--- config.mk ---
export PLATFORM = sky130hd
export DESIGN_NAME = pipelined_adder_flat
export DESIGN_NICKNAME = d
export VERILOG_FILES = /design/src/rtl/pipelined_adder_pkg.sv /design/src/rtl/pipelined_adder_if.sv /design/src/rtl/pipelined_adder_stage.sv /design/src/rtl/pipelined_adder.sv /design/src/flat_wrapper.sv
export SDC_FILE = /design/constraint.sdc
export NUM_CORES = 1
export LEC_CHECK = 0
export ABC_AREA = 1
export ABC_CLOCK_PERIOD_IN_PS = 2800
export CORE_ASPECT_RATIO = 1.25
export CORE_MARGIN = 5
export CORE_UTILIZATION = 35
export CTS_CLUSTER_DIAMETER = 40
export DETAILED_ROUTE_END_ITERATION = 7
export GPL_TIMING_DRIVEN = 0
export SLEW_MARGIN = 20
export SYNTH_ARGS = -nofsm -noshare
export SYNTH_HDL_FRONTEND = slang
export SYNTH_HIERARCHICAL = 1
export SYNTH_SLANG_ARGS = --single-unit
--- constraint.sdc ---
create_clock -name clk -period 2.8 [get_ports clk]
set_clock_uncertainty 0.2 [all_clocks]
set_input_delay 0.28 -clock clk [delete_from_list [all_inputs] [get_ports clk]]
set_output_delay 0.28 -clock clk [all_outputs]
set_load 0.005 [all_outputs]
--- src/rtl/pipelined_adder_pkg.sv ---
// Shared op encodings, default width and flag bundle for the pipelined add/subtract unit.
package pipelined_adder_pkg;

   localparam logic ALU_OP_ADD = 1'b0;
   localparam logic ALU_OP_SUB = 1'b1;
   localparam int   DATA_WIDTH = 32;

   typedef struct packed {
      logic c_out;
      logic ovf;
      logic zero;
   } alu_flags_t;

   // Subtraction is run as a + ~b + ~borrow so every stage stays a plain adder.
   function automatic logic prep_carry(input logic op, input logic carry);
      return (op == ALU_OP_SUB) ? ~carry : carry;
   endfunction

endpackage

--- src/rtl/pipelined_adder_if.sv ---
// Operand/result bus of the pipelined adder; slave is the adder, master is the producer/consumer side.
interface pipelined_adder_if
   import pipelined_adder_pkg::*;
#(
   parameter int WIDTH = DATA_WIDTH
);
   logic             in_valid;
   logic             in_ready;
   logic [WIDTH-1:0] a;
   logic [WIDTH-1:0] b;
   logic             c_in;
   logic             sub;
   logic             out_valid;
   logic             out_ready;
   logic [WIDTH-1:0] sum;
   logic             c_out;
   logic             ovf;
   logic             zero;

   modport slave (
      input  in_valid, a, b, c_in, sub, out_ready,
      output in_ready, out_valid, sum, c_out, ovf, zero
   );

   modport master (
      output in_valid, a, b, c_in, sub, out_ready,
      input  in_ready, out_valid, sum, c_out, ovf, zero
   );
endinterface

--- src/rtl/pipelined_adder_stage.sv ---
// One CHUNK-bit slice of the pipelined adder with its valid/ready register; 1 cycle per stage.
// Loads whenever empty or the next stage drains, so bubbles collapse under a downstream stall.
module adder_stage #(
   parameter int WIDTH = 32,
   parameter int CHUNK = 16,
   parameter int IDX   = 0
) (
   input  logic             clk,
   input  logic             rst,
   input  logic             prev_vld,
   input  logic             next_rdy,
   output logic             stage_rdy,
   output logic             vld,
   input  logic [WIDTH-1:0] a,
   input  logic [WIDTH-1:0] bb,
   input  logic [WIDTH-1:0] part,
   input  logic             carry,
   output logic [WIDTH-1:0] a_q,
   output logic [WIDTH-1:0] bb_q,
   output logic [WIDTH-1:0] part_q,
   output logic             carry_q
);
   logic [CHUNK:0]   slice_sum;
   logic [WIDTH-1:0] part_nxt;

   assign stage_rdy = !vld || next_rdy;
   assign slice_sum = {1'b0, a[IDX*CHUNK +: CHUNK]} + {1'b0, bb[IDX*CHUNK +: CHUNK]}
                    + {{CHUNK{1'b0}}, carry};

   always_comb begin
      part_nxt = part;
      part_nxt[IDX*CHUNK +: CHUNK] = slice_sum[CHUNK-1:0];
   end

   always_ff @(posedge clk or posedge rst) begin
      if (rst) begin
         vld     <= 1'b0;
         a_q     <= '0;
         bb_q    <= '0;
         part_q  <= '0;
         carry_q <= 1'b0;
      end else if (stage_rdy) begin
         vld <= prev_vld;
         if (prev_vld) begin
            a_q     <= a;
            bb_q    <= bb;
            part_q  <= part_nxt;
            carry_q <= slice_sum[CHUNK];
         end
      end
   end
endmodule

--- src/rtl/pipelined_adder.sv ---
// Pipelined add/subtract with carry/overflow/zero flags; NSTAGE = WIDTH/CHUNK cycles latency, 1 beat/cycle.
// Per-stage valid/ready: a stalled consumer holds every full stage and drops in_ready.
module pipelined_adder
   import pipelined_adder_pkg::*;
#(
   parameter int WIDTH = DATA_WIDTH,
   parameter int CHUNK = 16
) (
   input logic              clk,
   input logic              rst,
   pipelined_adder_if.slave bus
);
   localparam int NSTAGE = WIDTH / CHUNK;

   if (((WIDTH % CHUNK) != 0) || (NSTAGE < 1)) begin : g_bad_params
      $error("pipelined_adder: WIDTH must be a non-zero multiple of CHUNK");
   end

   logic             vld     [NSTAGE];
   logic             rdy     [NSTAGE+1];
   logic [WIDTH-1:0] a_q     [NSTAGE];
   logic [WIDTH-1:0] bb_q    [NSTAGE];
   logic [WIDTH-1:0] part_q  [NSTAGE];
   logic             carry_q [NSTAGE];
   logic [WIDTH-1:0] bb_in;
   logic             cin_eff;
   alu_flags_t       flags;
   logic             unused_pass;

   assign bb_in        = (bus.sub == ALU_OP_SUB) ? ~bus.b : bus.b;
   assign cin_eff      = prep_carry(bus.sub, bus.c_in);
   assign rdy[NSTAGE]  = bus.out_ready;
   assign bus.in_ready = rdy[0];

   for (genvar k = 0; k < NSTAGE; k++) begin : g_stage
      if (k == 0) begin : g_first
         adder_stage #(.WIDTH(WIDTH), .CHUNK(CHUNK), .IDX(k)) u_stage (
            .clk      (clk),
            .rst      (rst),
            .prev_vld (bus.in_valid),
            .next_rdy (rdy[k+1]),
            .stage_rdy(rdy[k]),
            .vld      (vld[k]),
            .a        (bus.a),
            .bb       (bb_in),
            .part     ('0),
            .carry    (cin_eff),
            .a_q      (a_q[k]),
            .bb_q     (bb_q[k]),
            .part_q   (part_q[k]),
            .carry_q  (carry_q[k])
         );
      end else begin : g_next
         adder_stage #(.WIDTH(WIDTH), .CHUNK(CHUNK), .IDX(k)) u_stage (
            .clk      (clk),
            .rst      (rst),
            .prev_vld (vld[k-1]),
            .next_rdy (rdy[k+1]),
            .stage_rdy(rdy[k]),
            .vld      (vld[k]),
            .a        (a_q[k-1]),
            .bb       (bb_q[k-1]),
            .part     (part_q[k-1]),
            .carry    (carry_q[k-1]),
            .a_q      (a_q[k]),
            .bb_q     (bb_q[k]),
            .part_q   (part_q[k]),
            .carry_q  (carry_q[k])
         );
      end
   end

   // Overflow compares sign bits of the operands as actually added (b already inverted for sub).
   assign flags = '{
      c_out: carry_q[NSTAGE-1],
      ovf:   (a_q[NSTAGE-1][WIDTH-1] == bb_q[NSTAGE-1][WIDTH-1]) &&
             (part_q[NSTAGE-1][WIDTH-1] != a_q[NSTAGE-1][WIDTH-1]),
      zero:  ~|part_q[NSTAGE-1]
   };

   assign bus.out_valid = vld[NSTAGE-1];
   assign bus.sum       = part_q[NSTAGE-1];
   assign bus.c_out     = flags.c_out;
   assign bus.ovf       = flags.ovf;
   assign bus.zero      = flags.zero;

   assign unused_pass = ^{a_q[NSTAGE-1][WIDTH-2:0], bb_q[NSTAGE-1][WIDTH-2:0]};
endmodule

--- src/flat_wrapper.sv ---
// flat-port wrapper written by rule: the top's interface ports become plain ports
module pipelined_adder_flat import pipelined_adder_pkg::*;
#(
   parameter int WIDTH = DATA_WIDTH,
   parameter int CHUNK = 16
)
  (clk, rst, bus_in_valid, bus_a, bus_b, bus_c_in, bus_sub, bus_out_ready, bus_in_ready, bus_out_valid, bus_sum, bus_c_out, bus_ovf, bus_zero);
  pipelined_adder_if #(.WIDTH(WIDTH)) bus_i ();
  input logic clk;
  input logic rst;
  input wire logic [$bits(bus_i.in_valid)-1:0] bus_in_valid;
  input wire logic [$bits(bus_i.a)-1:0] bus_a;
  input wire logic [$bits(bus_i.b)-1:0] bus_b;
  input wire logic [$bits(bus_i.c_in)-1:0] bus_c_in;
  input wire logic [$bits(bus_i.sub)-1:0] bus_sub;
  input wire logic [$bits(bus_i.out_ready)-1:0] bus_out_ready;
  output wire logic [$bits(bus_i.in_ready)-1:0] bus_in_ready;
  output wire logic [$bits(bus_i.out_valid)-1:0] bus_out_valid;
  output wire logic [$bits(bus_i.sum)-1:0] bus_sum;
  output wire logic [$bits(bus_i.c_out)-1:0] bus_c_out;
  output wire logic [$bits(bus_i.ovf)-1:0] bus_ovf;
  output wire logic [$bits(bus_i.zero)-1:0] bus_zero;
  assign bus_i.in_valid = bus_in_valid;
  assign bus_i.a = bus_a;
  assign bus_i.b = bus_b;
  assign bus_i.c_in = bus_c_in;
  assign bus_i.sub = bus_sub;
  assign bus_i.out_ready = bus_out_ready;
  assign bus_in_ready = bus_i.in_ready;
  assign bus_out_valid = bus_i.out_valid;
  assign bus_sum = bus_i.sum;
  assign bus_c_out = bus_i.c_out;
  assign bus_ovf = bus_i.ovf;
  assign bus_zero = bus_i.zero;
  pipelined_adder #(.WIDTH(WIDTH), .CHUNK(CHUNK)) u_core (.clk(clk), .rst(rst), .bus(bus_i));
endmodule
==> results.md <==
* Htree depth at 3
* CTS Hold Bufs at 0
* Crit share post-route at 85.3%
* RSZ-0062 raised after global routing: false
* Syn nets at 911
* Chip Width at 125 um
* CTS resizes at 0
* Max-Cap Viols at 0
* Worst path required time at between 2 and 3 ns
* Core Area at approximately 0.016 mm2
* Post-Route WL at 14.1 mm
* Tightest Pin Transition at 0.756 ns
* Worst setup EP type: flop
* Tmin final at between 2 and 2.5 ns
* Die H at approximately 150 um
* Outcome: finished, final reports clean
* Clock Root Buffer: clkbuf_16
* CTS tree: done
* Hold_ws at between 0.07 and 0.08 ns
* Routability cong. at between 0.8 and 0.9
* Router iterations before antenna repair at 4
* Post-synthesis cell count at between 800 and 900
* Via-per-instance ratio at about 4.4
* Worst vdd ir at around 0.00033 V
* YS warnings at 6
* Top-Level Pins at about 110
* Total GRT Usage at 14.9%
* # port buffers at around 110
* Non-Filler Instances at between 1000 and 1500
* Cell area power density at roughly 710 mW/mm2
* Grt total ovfl at 0
* Final ANT Viol Nets at 0
* Critical path fanouts, max at 4
* Crit path DAT at around 2.4 ns
* Final hold violations at 0
* Cts bufs inserted at 9
* Clock sinks at 86
* Total Power at approximately 5.3 mW
* Layout cells sized above 1 at 8.50%
* N_diodes at 0
* Routed len/inst at about 12 um
* Area growth syn-to-layout at 28.5%
* Type of the worst min-delay path: input pin to asynchronous set/reset pin
* Setup tns final at 0 ns
* Leak at around 4.0 nW
* Final setup viols at 0
* Max-slew violation total from the final report at 0
* Pin count of the biggest net entering global routing at 37
* First-iteration detailed-routing DRC count at 221
* Post-Syn Area at 0.00576 mm2
* Placement Cell Area at a little over 0.007 mm2
* CP startpoint kind: input pin
* Clock slew at reported path FFs at approximately 0.06 ns
* Initial core utilization at around 36%
* Vias in the first global route at 4835
* Final Instance Area at between 0.007 and 0.008 mm2
* Rows at 52
* # DRC at 0
* Nets at 1028
* Clk buf depth at 2
* Highest clock rate at roughly 0.42 GHz
* Post-placement cell count at between 1000 and 1500
* Slew headroom at between 40% and 50%
* Initial antenna violation count at 0
* Vias after detailed routing at between 4000 and 5000
* Clk Latency, worst-skew pair at ~0.34 ns
* Final HPWL DP at roughly 12 mm
* Post-CTS Setup Bufs at 0
* First-pass GRT wire length at around 23 mm
* Critical path class: input pin to flop
* DIE AREA at ~0.019 mm2
* Syn Area/Cell at between 7 and 8 um2
-- placed cells by master, fill, tap and decap left out, types with 4 or more instances in the layout --
cell type	n
clkdlybuf4s50_1	105
inv_2	10
nor3_2	4
fa_1	4
clkbuf_16	9
buf_12	4
xnor2_1	6
nand3_1	37
nand2_2	10
buf_2	15
nor3_1	6
dfrtp_1	86
o21ai_0	6
nor2_1	39
nand3b_1	8
a21oi_1	13
ha_1	30
buf_4	8
inv_1	72
nand2_1	382
clkbuf_1	4
xor2_1	34
or2_1	7
-- flip-flops by register name, summed over array words and instances (netlist names) --
register	flops
u_core/g_stage.g_next.u_stage/a_q	1
u_core/g_stage.g_first.u_stage/vld	1
u_core/g_stage.g_next.u_stage/part_q	32
u_core/g_stage.g_next.u_stage/vld	1
u_core/g_stage.g_first.u_stage/a_q	16
u_core/g_stage.g_first.u_stage/bb_q	16
u_core/g_stage.g_next.u_stage/bb_q	1
u_core/g_stage.g_next.u_stage/carry_q	1
u_core/g_stage.g_first.u_stage/part_q	16
u_core/g_stage.g_first.u_stage/carry_q	1
-- area by class of cell --
cell class | instances | area [um2]
fillers | 1687 | 8800
repair buffers | 106 | 1070
clock buffers | 10 | 229
inverters | 83 | 312
well taps | 216 | 270
multi-input cells | 606 | 3060
clock inverters | 6 | 71.3
plain buffers | 32 | 240
flip-flops and latches | 86 | 2150
-- worst paths after layout --
path	from	to	slack (ns)	depth (start not counted)
max	bus_b[0]	u_core/g_stage[0].g_first.u_stage/part_q[14]	0.41	12
min	rst	u_core/g_stage[0].g_first.u_stage/part_q[2]	0.08	2
max reg2reg	u_core/g_stage[0].g_first.u_stage/a_q[16]	u_core/g_stage[1].g_next.u_stage/part_q[22]	0.49	9
min reg2reg	u_core/g_stage[0].g_first.u_stage/part_q[10]	u_core/g_stage[1].g_next.u_stage/part_q[10]	0.27	2
max in group asynchronous	rst	u_core/g_stage[1].g_next.u_stage/part_q[8]	1.67	2
min in group clk	bus_sub	u_core/g_stage[0].g_first.u_stage/bb_q[31]	0.13	4
-- through the flow --
stage	util, %	setup slack (ns)
after floorplan	-	0.358
after global placement	43.7	0.0672
after detailed placement	43.8	0.0647
after CTS	45.7	0.423
after global routing	45.7	0.292
final	45.7	0.410
-- critical path: stages --
cell             delay (ns)
clkdlybuf4s50_1        0.41
xor2_1                 0.16
fa_1                   0.43
fa_1                   0.41
nand2_1                0.09
nand2_1                0.08
nand3_1                0.07
nand2_1                0.10
nand2_1                0.11
nand3_1                0.09
nand3_1                0.12
nand2_1                0.06
-- power breakdown --
part | leakage (nW) | switching [mW] | internal, mW | total [mW]
clock network | 0.145 | 0.502 | 0.699 | 1.20
registers | 1.05 | 0.288 | 1.61 | 1.89
logic | 2.76 | 1.11 | 1.06 | 2.17
total | 3.96 | 1.90 | 3.36 | 5.27
-- routing by layer --
metal	share of wire, %	vias to the layer above	GRT usage (%)
li1	-	2689	-
met1	46	2214	18.8
met2	49	77	25.7
met3	3.3	19	2.27
met4	2.2	0	5.59
met5	0	-	0
(Power assumes the default switching activity.)
